## src/rtl/arr_proc_pkg.sv

```systemverilog
// rtl/arr_proc_pkg.sv - shared enums for the array processing unit
package arr_proc_pkg;

  typedef enum logic [1:0] {
    MODE_PASS = 2'd0,
    MODE_INV  = 2'd1,
    MODE_ROTL = 2'd2,
    MODE_POPC = 2'd3
  } mode_e;

  typedef enum logic [1:0] {
    ST_IDLE = 2'd0,
    ST_BUSY = 2'd1,
    ST_DONE = 2'd2
  } state_e;

endpackage

```

## src/rtl/arr_rotl1.sv

```systemverilog
// rtl/arr_rotl1.sv - combinational rotate-left-by-one of a WIDTH-bit word
module arr_rotl1 #(
  parameter int WIDTH = 4
) (
  input  logic [WIDTH-1:0] a,
  output logic [WIDTH-1:0] y
);

  assign y = {a[WIDTH-2:0], a[WIDTH-1]};

endmodule

```

## src/rtl/arr_proc_unit.sv

```systemverilog
// rtl/arr_proc_unit.sv - handshaked array datapath: pass, invert, rotate-left, popcount
module arr_proc_unit
  import arr_proc_pkg::*;
#(
  parameter int WIDTH = 4,
  parameter int AMT_W = $clog2(WIDTH)
) (
  input  logic             clk,
  input  logic             rst,
  input  logic             in_valid,
  output logic             in_ready,
  input  logic [WIDTH-1:0] arr,
  input  logic [1:0]       mode,
  input  logic [AMT_W-1:0] amt,
  output logic [WIDTH-1:0] out,
  output logic             out_valid,
  input  logic             out_ready
);

  localparam int PC_W = $clog2(WIDTH + 1);
  // Popcount walks every bit, so its last BUSY cycle has index WIDTH-1.
  localparam logic [AMT_W-1:0] TERM_POPC = AMT_W'(WIDTH - 1);

  state_e            state_q, state_d;
  mode_e             mode_q,  mode_d;
  logic [AMT_W-1:0]  amt_q,   amt_d;
  logic [AMT_W-1:0]  cnt_q,   cnt_d;
  logic [WIDTH-1:0]  work_q,  work_d;
  logic [PC_W-1:0]   pop_q,   pop_d;
  logic [WIDTH-1:0]  out_q,   out_d;

  logic [WIDTH-1:0]  work_rot;
  logic [PC_W-1:0]   pop_nxt;
  logic [AMT_W-1:0]  term;
  logic [WIDTH-1:0]  result;

  arr_rotl1 #(.WIDTH(WIDTH)) u_rotl1 (
    .a (work_q),
    .y (work_rot)
  );

  assign pop_nxt = pop_q + PC_W'(work_q[0]);

  // Terminal BUSY-cycle index and the final result, both from the latched request.
  // The result folds in the current cycle's step so out lands on the BUSY->DONE edge.
  always_comb begin
    term   = '0;
    result = work_q;
    case (mode_q)
      MODE_PASS: result = work_q;
      MODE_INV:  result = ~work_q;
      MODE_ROTL: begin
        term   = (amt_q == '0) ? '0 : amt_q - AMT_W'(1);
        result = (amt_q == '0) ? work_q : work_rot;
      end
      MODE_POPC: begin
        term   = TERM_POPC;
        result = WIDTH'(pop_nxt);
      end
      default: result = work_q;
    endcase
  end

  // Next-state logic: accept in IDLE, step the working register in BUSY, hold in DONE.
  always_comb begin
    state_d = state_q;
    mode_d  = mode_q;
    amt_d   = amt_q;
    cnt_d   = cnt_q;
    work_d  = work_q;
    pop_d   = pop_q;
    out_d   = out_q;
    case (state_q)
      ST_IDLE: begin
        if (in_valid) begin
          state_d = ST_BUSY;
          mode_d  = mode_e'(mode);
          amt_d   = amt;
          work_d  = arr;
          pop_d   = '0;
          cnt_d   = '0;
        end
      end
      ST_BUSY: begin
        if (mode_q == MODE_ROTL && amt_q != '0) begin
          work_d = work_rot;
        end else if (mode_q == MODE_POPC) begin
          work_d = work_q >> 1;
          pop_d  = pop_nxt;
        end
        if (cnt_q == term) begin
          state_d = ST_DONE;
          out_d   = result;
          cnt_d   = '0;
        end else begin
          cnt_d = cnt_q + AMT_W'(1);
        end
      end
      ST_DONE: begin
        if (out_ready) begin
          state_d = ST_IDLE;
        end
      end
      default: state_d = ST_IDLE;
    endcase
  end

  // State and datapath registers; reset wins over every handshake.
  always_ff @(posedge clk) begin
    if (rst) begin
      state_q <= ST_IDLE;
      mode_q  <= MODE_PASS;
      amt_q   <= '0;
      cnt_q   <= '0;
      work_q  <= '0;
      pop_q   <= '0;
      out_q   <= '0;
    end else begin
      state_q <= state_d;
      mode_q  <= mode_d;
      amt_q   <= amt_d;
      cnt_q   <= cnt_d;
      work_q  <= work_d;
      pop_q   <= pop_d;
      out_q   <= out_d;
    end
  end

  assign in_ready  = (state_q == ST_IDLE);
  assign out_valid = (state_q == ST_DONE);
  assign out       = out_q;

endmodule

```

## config.mk

```make
export PLATFORM = sky130hd
export DESIGN_NAME = arr_proc_unit
export DESIGN_NICKNAME = d
export VERILOG_FILES = /design/src/rtl/arr_proc_pkg.sv /design/src/rtl/arr_rotl1.sv /design/src/rtl/arr_proc_unit.sv
export SDC_FILE = /design/constraint.sdc
export NUM_CORES = 1
export LEC_CHECK = 0
export CAP_MARGIN = 20
export CORE_UTILIZATION = 56
export CTS_CLUSTER_DIAMETER = 60
export DETAILED_ROUTE_END_ITERATION = 8
export MAX_ROUTING_LAYER = met4
export PLACE_DENSITY = 0.84
export SLEW_MARGIN = 20
export SYNTH_ARGS = -nofsm -noshare
export SYNTH_HDL_FRONTEND = slang
export SYNTH_HIERARCHICAL = 1
export SYNTH_SLANG_ARGS = --single-unit
```

## constraint.sdc

```tcl
create_clock -name clk -period 3.62 [get_ports clk]
set_clock_uncertainty 0.15 [all_clocks]
set_input_delay 0.543 -clock clk [delete_from_list [all_inputs] [get_ports clk]]
set_output_delay 0.543 -clock clk [all_outputs]
set_load 0.01 [all_outputs]
```

==> results_dict.tcl <==
set metrics [dict create \
    status "complete, no violations" \
    final_cells 168 \
    async_flop_share_pct 0 \
    hold_viol_final 0 \
    num_rows 16 \
    drive_above_1_share_pct 8.51 \
    diodes 0 \
    grt_pass1_wl_mm 3.57 \
    leakagePower_nw 0.506 \
    grt_pass1_vias 818 \
    post-dp-hpwl_mm 1.63 \
    clk_path_buf_depth 2 \
    grt_usage_pct 23.8 \
    yosys-top-cells-area "dfxtp_1, mux2i_1, nor2_1" \
    grt_max_degree 21 \
    wire_per_inst_um 13.5 \
    pre_cts_ws_ns 1.36 \
    rsz0062_at_grt "no" \
    pwr-share-clk_pct 24.7 \
    first_pass_iters 4 \
    die_h_um 47.3 \
    avgSynthCellArea_sq_um 8.69 \
    syn_nets 146 \
    initial_core_util_pct 59.1 \
    p_switching_mw 0.124 \
    setup-tns-final_ns 0 \
    area_delta_synth_final_pct 14.6 \
    holdWs_ns 0.317 \
    via_per_inst 5.92 \
    syn_inst 132 \
    ys_ff_latch 19 \
    ios 18 \
    cap_violations 0 \
    swShare_pct 28.7 \
    core_area_sq_mm 0.00194 \
    min_period_ns 2.25 \
    worst_pin_slew_ns 0.581 \
    crit_path_start_kind "flop" \
    post-cts-setup-buffers 0 \
    synth_ff_type "dfxtp_1" \
    ant_nets 0 \
    post-route-drc-count 0 \
    slew_viol_final 0 \
    cts_hold_buffers 0 \
    seqPwrFrac_pct 56.0 \
    synth-edff-count 0 \
    htree_num_levels 1 \
    period_share_pct 62.3 \
    synthTopCellsByCount "dfxtp_1, nor2_1, mux2i_1, nand2_1" \
    first_iter_violations 13 \
    crit_fanout 7 \
    arrival_ns 1.56 \
    nets 156 \
    overflow 0 \
    p_comb_share_pct 19.3 \
    fmax_mhz 444 \
    cts_buffers 3 \
    clk_latency_ns 0.30 \
    antenna_found_initial 0 \
    synth.most_common_cell "dfxtp_1" \
    setup_violations 0 \
    power_density_mw_per_mm2 328 \
    num_vias 995 \
    die_w_um 47.3 \
    ys_types 40 \
    hold_path.class "reg2reg" \
    cts_tree "built" \
    power.internal_mw 0.307 \
    critPathKind "reg2out" \
    layout_setup_ws_ns 1.37 \
    gp_congestion 0.867 \
    synthesis.area_sq_mm 0.00115 \
    die_area_sq_mm 0.00223 \
    ctsResizeCount 0 \
    ys_warn_count 6 \
    ys_seq_area_share_pct 33.2 \
    yosysTopAreaCell "dfxtp_1" \
    port_buffers 17 \
    routed_wl_mm 2.26 \
    clkSinkCount 19 \
    synth_top_area_share_pct 33.2 \
    regToRegSetupSlack_ns 1.57 \
    slew_headroom_pct 61.2 \
    irDropWorstVdd_uv 362 \
    cp_data_required_time_ns 2.93 \
    dp_cells 164 \
    clockRootBuffer "clkbuf_4" \
    clk_pin_slew_ns 0.10 \
    end_kind "output port" \
    power.total_mw 0.431 \
]
[metal layers]
layer	track usage, %	share of wire (%)	wire length [um]
met1	29.8	47	1060
met2	36.7	48	1080
met3	6.92	4.4	100
met4	6.86	1.0	23
met5	-	0	0
[layout make-up]
cell class,count,area (sq um)
inverter,1,3.75
multi-input combinational,100,699
clock inverter,1,5.00
tap,27,33.8
timing repair buffer,17,170
fill,168,627
clock buffer,3,22.5
sequential,19,380
[stage by stage]
stage,utilization (%),instance area (sq um)
after floorplan,-,1150
after global routing,67.7,1320
after global placement,66.3,1290
after CTS,67.7,1320
final,67.7,1320
after detailed placement,66.3,1290
[path summary, 6_finish.rpt]
| check | from | endpoint | depth (start not counted) |
|---|---|---|---|
| max | state_q[1] | out_valid | 2 |
| min | out[0] | out[0] | 2 |
| max reg2reg | mode_q[0] | cnt_q[0] | 4 |
| min reg2reg | out[0] | out[0] | 2 |
[sequential cells by signal, summed over array words and instances (netlist names)]
| signal | count |
|---|---|
| mode_q | 2 |
| cnt_q | 2 |
| work_q | 4 |
| pop_q | 3 |
| out | 4 |
| state_q | 2 |
| amt_q | 2 |
[worst max-delay path: stages (launching register included)]
cell             delay [ns]
dfxtp_1                0.48
nor2b_1                0.22
clkdlybuf4s50_1        0.56
[placed cells by master (no fill, tap or decap), drive strengths merged]
master / instances
mux2: 3
o31a: 1
inv: 1
o31ai: 3
a22oi: 2
and4bb: 1
ha: 2
nand4: 2
a31oi: 2
clkinv: 1
a211oi: 5
clkbuf: 3
clkdlybuf4s50: 17
nor2b: 4
xnor2: 1
o211ai: 5
nand3: 3
nor2: 11
o21ai: 7
nor3: 3
a32oi: 1
a21oi: 5
a32o: 1
or4: 1
mux2i: 9
o211a: 2
nand3b: 1
nand2b: 4
and2b: 2
and2: 1
a211o: 1
nand2: 9
nor3b: 3
o21a: 4
dfxtp: 19
and4b: 1
[logic make-up (layout without fill, tap and decap cells)]
| family | after synthesis | in the layout | synth area share [%] |
|---|---|---|---|
| simple gates | 46 | 46 | 22.9 |
| compound gates | 39 | 39 | 24.3 |
| flops | 19 | 19 | 33.2 |
| buf+inv | 13 | 22 | 5.89 |
| mux | 12 | 12 | 10.8 |
| fa+ha+maj | 2 | 2 | 2.18 |
| xor+xnor | 1 | 1 | 0.763 |
[power by group through the flow]
stage	clock, mW	sequential, mW	combinational (mW)
6_report	0.106	0.241	0.0831
5_1_grt	0.119	0.244	0.0922
4_1_cts	0.111	0.241	0.0839
3_5_place_dp	0	0.246	0.0832
3_3_place_gp	0	0.245	0.0812
2_1_floorplan	0	0.235	0.0688
Power figures use the tool's default switching activity.
